<file path="config.mk">
export PLATFORM = sky130hd
export DESIGN_NAME = spimaster_flat
export DESIGN_NICKNAME = d
export VERILOG_FILES = /design/src/rtl/spimaster_if.sv /design/src/rtl/spimaster.sv /design/src/flat_wrapper.sv
export SDC_FILE = /design/constraint.sdc
export NUM_CORES = 1
export LEC_CHECK = 0
export BUFFER_PORTS_ARGS = -buffer_cell sky130_fd_sc_hd__buf_2
export CAP_MARGIN = 20
export CORE_MARGIN = 4
export CORE_UTILIZATION = 46
export CTS_CLUSTER_DIAMETER = 40
export CTS_CLUSTER_SIZE = 14
export DETAILED_ROUTE_END_ITERATION = 12
export HOLD_SLACK_MARGIN = 0.06
export PLACE_DENSITY = 0.67
export SKIP_LAST_GASP = 1
export SLEW_MARGIN = 20
export SYNTH_ARGS = -nofsm -noshare
export SYNTH_HDL_FRONTEND = slang
export SYNTH_SLANG_ARGS = --single-unit
</file>
<file path="constraint.sdc">
create_clock -name clk -period 2.9 [get_ports clk]
set_input_delay 0.58 -clock clk [delete_from_list [all_inputs] [get_ports clk]]
set_output_delay 0.58 -clock clk [all_outputs]
set_load 0.005 [all_outputs]
</file>
<file path="src/rtl/spimaster_if.sv">
// Byte-transfer handshake and SPI pin bundle between spimaster and its user.
// The master modport is the spimaster side; the slave modport is the controlling/peripheral side.
interface spimaster_if;
  logic       start;
  logic       hold;
  logic [7:0] txdata;
  logic [7:0] rxdata;
  logic       done;
  logic       firstbyte;
  logic       busy;
  logic       sck;
  logic       mosi;
  logic       miso;
  logic       cs;

  modport master (
    input  start, hold, txdata, miso,
    output rxdata, done, firstbyte, busy, sck, mosi, cs
  );

  modport slave (
    output start, hold, txdata, miso,
    input  rxdata, done, firstbyte, busy, sck, mosi, cs
  );
endinterface

</file>
<file path="src/rtl/spimaster.sv">
// Byte-oriented SPI master, mode 0, with start/busy/done handshake and held multi-byte frames.
// Define SPIMASTER_LSBFIRST_EN to shift LSB first; default is MSB first.
module spimaster #(
  parameter int CLKDIV = 2
) (
  input  logic        clk,
  input  logic        rst,
  spimaster_if.master bus
);

  localparam int CNT_W = $clog2(CLKDIV + 1);

`ifdef SPIMASTER_LSBFIRST_EN
  localparam int TX_BIT = 0;
`else
  localparam int TX_BIT = 7;
`endif

  typedef enum logic [2:0] {
    IDLE,
    SETUP,
    SHIFT_HI,
    SHIFT_LO,
    DONE,
    WAIT,
    HOLDOFF,
    DESELECT
  } state_t;

  state_t           state_q, state_d;
  logic [CNT_W-1:0] cnt_q, cnt_d;
  logic [2:0]       bit_cnt_q, bit_cnt_d;
  logic [7:0]       tx_shift_q, tx_shift_d;
  logic [7:0]       rx_shift_q, rx_shift_d;
  logic             first_q, first_d;
  logic [7:0]       rxdata_q, rxdata_d;
  logic             firstbyte_q, firstbyte_d;
  logic             done_q, done_d;
  logic             busy_q, busy_d;
  logic             sck_q, sck_d;
  logic             mosi_q, mosi_d;
  logic             cs_q, cs_d;

  logic             cnt_last;
  logic [CNT_W-1:0] cnt_inc;
  logic [7:0]       tx_next;
  logic [7:0]       rx_next;

  assign cnt_last = (cnt_q == CNT_W'(CLKDIV - 1));
  assign cnt_inc  = cnt_q + 1'b1;

`ifdef SPIMASTER_LSBFIRST_EN
  assign tx_next = {1'b0, tx_shift_q[7:1]};
  assign rx_next = {bus.miso, rx_shift_q[7:1]};
`else
  assign tx_next = {tx_shift_q[6:0], 1'b0};
  assign rx_next = {rx_shift_q[6:0], bus.miso};
`endif

  always_comb begin
    state_d     = state_q;
    cnt_d       = cnt_q;
    bit_cnt_d   = bit_cnt_q;
    tx_shift_d  = tx_shift_q;
    rx_shift_d  = rx_shift_q;
    first_d     = first_q;
    rxdata_d    = rxdata_q;
    firstbyte_d = firstbyte_q;

    case (state_q)
      IDLE: begin
        if (bus.start) begin
          tx_shift_d = bus.txdata;
          bit_cnt_d  = 3'd0;
          cnt_d      = '0;
          first_d    = 1'b1;
          state_d    = SETUP;
        end
      end

      SETUP: begin
        if (cnt_last) begin
          cnt_d   = '0;
          state_d = SHIFT_HI;
        end else begin
          cnt_d = cnt_inc;
        end
      end

      // Sample miso just before the falling edge; the next mosi bit goes out with it.
      SHIFT_HI: begin
        if (cnt_last) begin
          rx_shift_d = rx_next;
          tx_shift_d = tx_next;
          cnt_d      = '0;
          state_d    = SHIFT_LO;
        end else begin
          cnt_d = cnt_inc;
        end
      end

      SHIFT_LO: begin
        if (cnt_last) begin
          cnt_d = '0;
          if (bit_cnt_q == 3'd7) begin
            rxdata_d    = rx_shift_q;
            firstbyte_d = first_q;
            state_d     = DONE;
          end else begin
            bit_cnt_d = bit_cnt_q + 3'd1;
            state_d   = SHIFT_HI;
          end
        end else begin
          cnt_d = cnt_inc;
        end
      end

      DONE: begin
        cnt_d   = '0;
        state_d = bus.hold ? WAIT : HOLDOFF;
      end

      // A held frame resumes straight into the shift phase; cs never went high.
      WAIT: begin
        if (bus.start) begin
          tx_shift_d = bus.txdata;
          bit_cnt_d  = 3'd0;
          cnt_d      = '0;
          first_d    = 1'b0;
          state_d    = SHIFT_HI;
        end else if (!bus.hold) begin
          cnt_d   = '0;
          state_d = HOLDOFF;
        end
      end

      HOLDOFF: begin
        if (cnt_last) begin
          cnt_d   = '0;
          state_d = DESELECT;
        end else begin
          cnt_d = cnt_inc;
        end
      end

      DESELECT: begin
        if (cnt_last) begin
          cnt_d   = '0;
          state_d = IDLE;
        end else begin
          cnt_d = cnt_inc;
        end
      end

      default: begin
        cnt_d   = '0;
        state_d = IDLE;
      end
    endcase

    // Pins are registered from the next state so they change cleanly on the clock edge.
    done_d = (state_d == DONE);
    sck_d  = (state_d == SHIFT_HI);
    cs_d   = (state_d == IDLE) || (state_d == DESELECT);
    busy_d = !((state_d == IDLE) || (state_d == WAIT));
    mosi_d = 1'b0;
    if ((state_d == SETUP) || (state_d == SHIFT_HI) || (state_d == SHIFT_LO)) begin
      mosi_d = tx_shift_d[TX_BIT];
    end
  end

  always_ff @(posedge clk) begin
    if (rst) begin
      state_q     <= IDLE;
      cnt_q       <= '0;
      bit_cnt_q   <= 3'd0;
      tx_shift_q  <= 8'h00;
      rx_shift_q  <= 8'h00;
      first_q     <= 1'b0;
      rxdata_q    <= 8'h00;
      firstbyte_q <= 1'b0;
      done_q      <= 1'b0;
      busy_q      <= 1'b0;
      sck_q       <= 1'b0;
      mosi_q      <= 1'b0;
      cs_q        <= 1'b1;
    end else begin
      state_q     <= state_d;
      cnt_q       <= cnt_d;
      bit_cnt_q   <= bit_cnt_d;
      tx_shift_q  <= tx_shift_d;
      rx_shift_q  <= rx_shift_d;
      first_q     <= first_d;
      rxdata_q    <= rxdata_d;
      firstbyte_q <= firstbyte_d;
      done_q      <= done_d;
      busy_q      <= busy_d;
      sck_q       <= sck_d;
      mosi_q      <= mosi_d;
      cs_q        <= cs_d;
    end
  end

  assign bus.rxdata    = rxdata_q;
  assign bus.firstbyte = firstbyte_q;
  assign bus.done      = done_q;
  assign bus.busy      = busy_q;
  assign bus.sck       = sck_q;
  assign bus.mosi      = mosi_q;
  assign bus.cs        = cs_q;

endmodule

</file>
<file path="src/flat_wrapper.sv">
// flat-port wrapper written by rule: the top's interface ports become plain ports
module spimaster_flat 
#(
  parameter int CLKDIV = 2
)
  (clk, rst, bus_start, bus_hold, bus_txdata, bus_miso, bus_rxdata, bus_done, bus_firstbyte, bus_busy, bus_sck, bus_mosi, bus_cs);
  spimaster_if bus_i ();
  input  logic clk;
  input  logic rst;
  input wire logic [$bits(bus_i.start)-1:0] bus_start;
  input wire logic [$bits(bus_i.hold)-1:0] bus_hold;
  input wire logic [$bits(bus_i.txdata)-1:0] bus_txdata;
  input wire logic [$bits(bus_i.miso)-1:0] bus_miso;
  output wire logic [$bits(bus_i.rxdata)-1:0] bus_rxdata;
  output wire logic [$bits(bus_i.done)-1:0] bus_done;
  output wire logic [$bits(bus_i.firstbyte)-1:0] bus_firstbyte;
  output wire logic [$bits(bus_i.busy)-1:0] bus_busy;
  output wire logic [$bits(bus_i.sck)-1:0] bus_sck;
  output wire logic [$bits(bus_i.mosi)-1:0] bus_mosi;
  output wire logic [$bits(bus_i.cs)-1:0] bus_cs;
  assign bus_i.start = bus_start;
  assign bus_i.hold = bus_hold;
  assign bus_i.txdata = bus_txdata;
  assign bus_i.miso = bus_miso;
  assign bus_rxdata = bus_i.rxdata;
  assign bus_done = bus_i.done;
  assign bus_firstbyte = bus_i.firstbyte;
  assign bus_busy = bus_i.busy;
  assign bus_sck = bus_i.sck;
  assign bus_mosi = bus_i.mosi;
  assign bus_cs = bus_i.cs;
  spimaster #(.CLKDIV(CLKDIV)) u_core (.clk(clk), .rst(rst), .bus(bus_i));
endmodule
</file>
==> run summary <==
Outcome -> complete, no violations
Unrepaired setup endpoints after global routing -> false
Grt total ovfl -> 0
Top area cells in the synthesized netlist -> dfxtp_1 46%, nand2_1 6.5%, a21oi_1 6.0%
Max-slew headroom -> 55.2%
Pre-CTS WS -> 0.851 ns
Total setup violations reported at the end of the flow -> 0
CTS clock-pin slew for the worst setup and hold paths -> 0.08 ns
Switching share of power -> 25.8%
Share of post-route cells with drive strength above 1 -> 19.6%
Clock tree from TritonCTS -> done
Number of hold buffers added after cts -> 0
CP Data Required Time -> 3.13 ns
Setup Fix Bufs, Post-CTS -> 0
Total number of H-tree levels -> 2
Post-Syn Area -> 1680 um2
Hold Vio Cnt, Final -> 0
Via count normalized by instance count -> 5.33
Violation count after the first detailed-routing iteration -> 68
Initial antenna violation count -> 0
Sum of negative setup slack -> 0 ns
Sequential-to-total area share from yosys stat -> 46.5%
Number of cell rows -> 21
Core box area -> 3440 um2
P_sw -> 0.267 mW
Final Cycle Share -> 71.3%
Die area -> 4680 um2
Number of DRC violations after detailed routing -> 0
Critical-path cell list -> nor2_1, and2_1, a22oi_1, a21oi_2, and3_1
Width of the die -> 68.4 um
WL per Instance -> 13.3 um
Final setup margin -> 0.832 ns
CTS root buffer -> clkbuf_8
Wire length of the first global-routing pass -> 5640 um
Relative area change from synthesis to final layout -> 12.4%
FFs w/ async S/R, synth -> 0%
Clock buffer count from CTS -> 5
Startpoint class of the critical path -> register
Largest area contributor in the synthesized netlist -> dfxtp_1
Clock sinks -> 39
Main synth FF type -> dfxtp_1
Overall Global Routing Usage -> 16.2%
Number of I/O port buffers -> 26
Number of global-route vias before repair -> 1291
Vertical die dimension -> 68.4 um
Count of max-cap constraint violations -> 0
Routed via count -> 1360
Number of nets at the end of the flow -> 223
Slew at the pin with the worst max-slew slack -> 0.672 ns
First-pass iteration count of the detailed router -> 4
Type of destination of the critical path -> register
Most frequent cell after synthesis -> dfxtp_1
Number of nets produced by synthesis -> 200
Total wire length after detailed routing -> 3390 um
Leakage power of the design -> 0.733 nW
Maximum resistive drop on vdd -> 0.360 mV
Type of the worst min-delay path -> register to register
Largest net degree at the start of global routing -> 40
Type of the worst setup path -> register to register
Combinational cell fraction of total power -> 10.3%
Ant diodes -> 0
Crit Path Max Fanout -> 15
Top cells by instance count after synthesis -> 39 x dfxtp_1, 29 x nand2_1, 23 x nor2_1
Power share of the clock group -> 34.4%
Post-route antenna net violation count -> 0
Clock insertion delay at the later pin of the skew report -> 0.29 ns
Average cell area after synthesis -> 9.08 um2
Delay of the slowest cell on the worst path -> 0.55 ns
Synthesis warning total -> 0
Area share of the largest cell type after synthesis -> 46.5%
Cells after Synth -> 185
Post-synth EDFFs -> 0
Internal power -> 0.768 mW
Register bit total from synthesis -> 39
Routability cong. -> 0.890
Maximum operating frequency -> 484 MHz
Post-cts gate resize count -> 0
Max Buffers Root-to-Sink -> 2
Unique cell type count in the Yosys netlist -> 36
Final min period -> 2.07 ns
Sequential fraction of design power -> 55.3%
Effective utilization at floorplan -> 48.8%
Power density over cell area -> 548 nW/um2
Half-perimeter wire length of the detailed placement result -> 2390 um
Number of primary I/O pins -> 27
CP max-delay cell -> and2_1
Worst endpoint data arrival time -> 2.29 ns
Number of pins with negative max-slew slack in the final report -> 0
Post-Route Skew -> 0.0101 ns
-- registers in the layout, indices dropped and copies added, names as in the netlist, 2 cells and up --
register and count:
u_core.bit_cnt_q 3, u_core.bus.rxdata 8, u_core.tx_shift_q 8, u_core.state_q 3, u_core.rx_shift_q 8, u_core.cnt_q 2
-- per-stage QoR --
step                      utilization (%)  instances  power [mW]  cell area (um2)  hold WS (ns)
final                                54.9        255        1.04             1890         0.458
after global routing                 54.9        255        1.08             1890         0.480
after CTS                            54.9        255        1.04             1890         0.461
after detailed placement             52.4        247       0.691             1800         0.450
after global placement               52.4        247       0.688             1800         0.443
after floorplan                         -        185       0.664             1680         0.436
-- logic make-up (layout without fill, tap and decap cells) --
kind of cell / count (synthesis) / count (layout) / synth area share [%]
buf+inv: 12 / 36 / 4.25
flops: 39 / 39 / 46.5
fa+ha+maj: 2 / 2 / 1.49
mux: 9 / 9 / 5.37
compound gates: 49 / 49 / 20.5
xor+xnor: 2 / 2 / 2.16
simple gates: 72 / 72 / 19.7
-- power by group through the flow --
stage	clock network (mW)	registers, mW	logic, mW
2_1_floorplan	0	0.576	0.0875
3_3_place_gp	0	0.583	0.104
3_5_place_dp	0	0.584	0.107
4_1_cts	0.363	0.572	0.107
5_1_grt	0.382	0.575	0.122
6_report	0.357	0.572	0.107
-- routing by layer --
metal / share of wire, % / routed length (um) / up-vias / GRT usage (%)
met3: 5.0 / 170 / 8 / 4.60
met2: 48 / 1610 / 38 / 27.1
met1: 45 / 1540 / 628 / 19.2
met4: 1.9 / 66 / 0 / 6.70
met5: 0 / 0 / - / 0
li1: - / - / 686 / -
-- placed cells by master (no fill, tap or decap), types with 3 or more instances in the layout --
cell,Yosys,routed
dfxtp_1,39,39
nand2_1,29,29
buf_2,0,26
nor2_1,23,23
a21oi_1,20,20
a22oi_1,9,9
mux2i_1,9,9
o21ai_0,5,5
and3_1,5,5
clkbuf_8,0,5
nor2b_1,3,3
nand3b_1,3,3
-- critical path: cells and delay by family, from the launching register on --
family | cells | cell delay (ns)
simple gates | 3 | 1.19
flops | 1 | 0.48
compound gates | 2 | 0.33
-- layout make-up --
type	instances	area (um2)
clock buffer	6	72.6
clock inverter	2	12.5
fill	339	1550
inverter	2	7.51
multi-input combinational	134	827
sequential	39	781
tap	46	57.6
timing repair buffer	26	130
-- final timing paths --
kind                     endpoint  cells after the start            startpoint  slack [ns]
max               u_core.bus.mosi                      5     u_core.state_q[0]        0.83
min          u_core.tx_shift_q[4]                      2  u_core.tx_shift_q[4]        0.46
max reg2reg       u_core.bus.mosi                      5     u_core.state_q[0]        0.83
min reg2reg  u_core.tx_shift_q[4]                      2  u_core.tx_shift_q[4]        0.46
(Power assumes the default switching activity.)
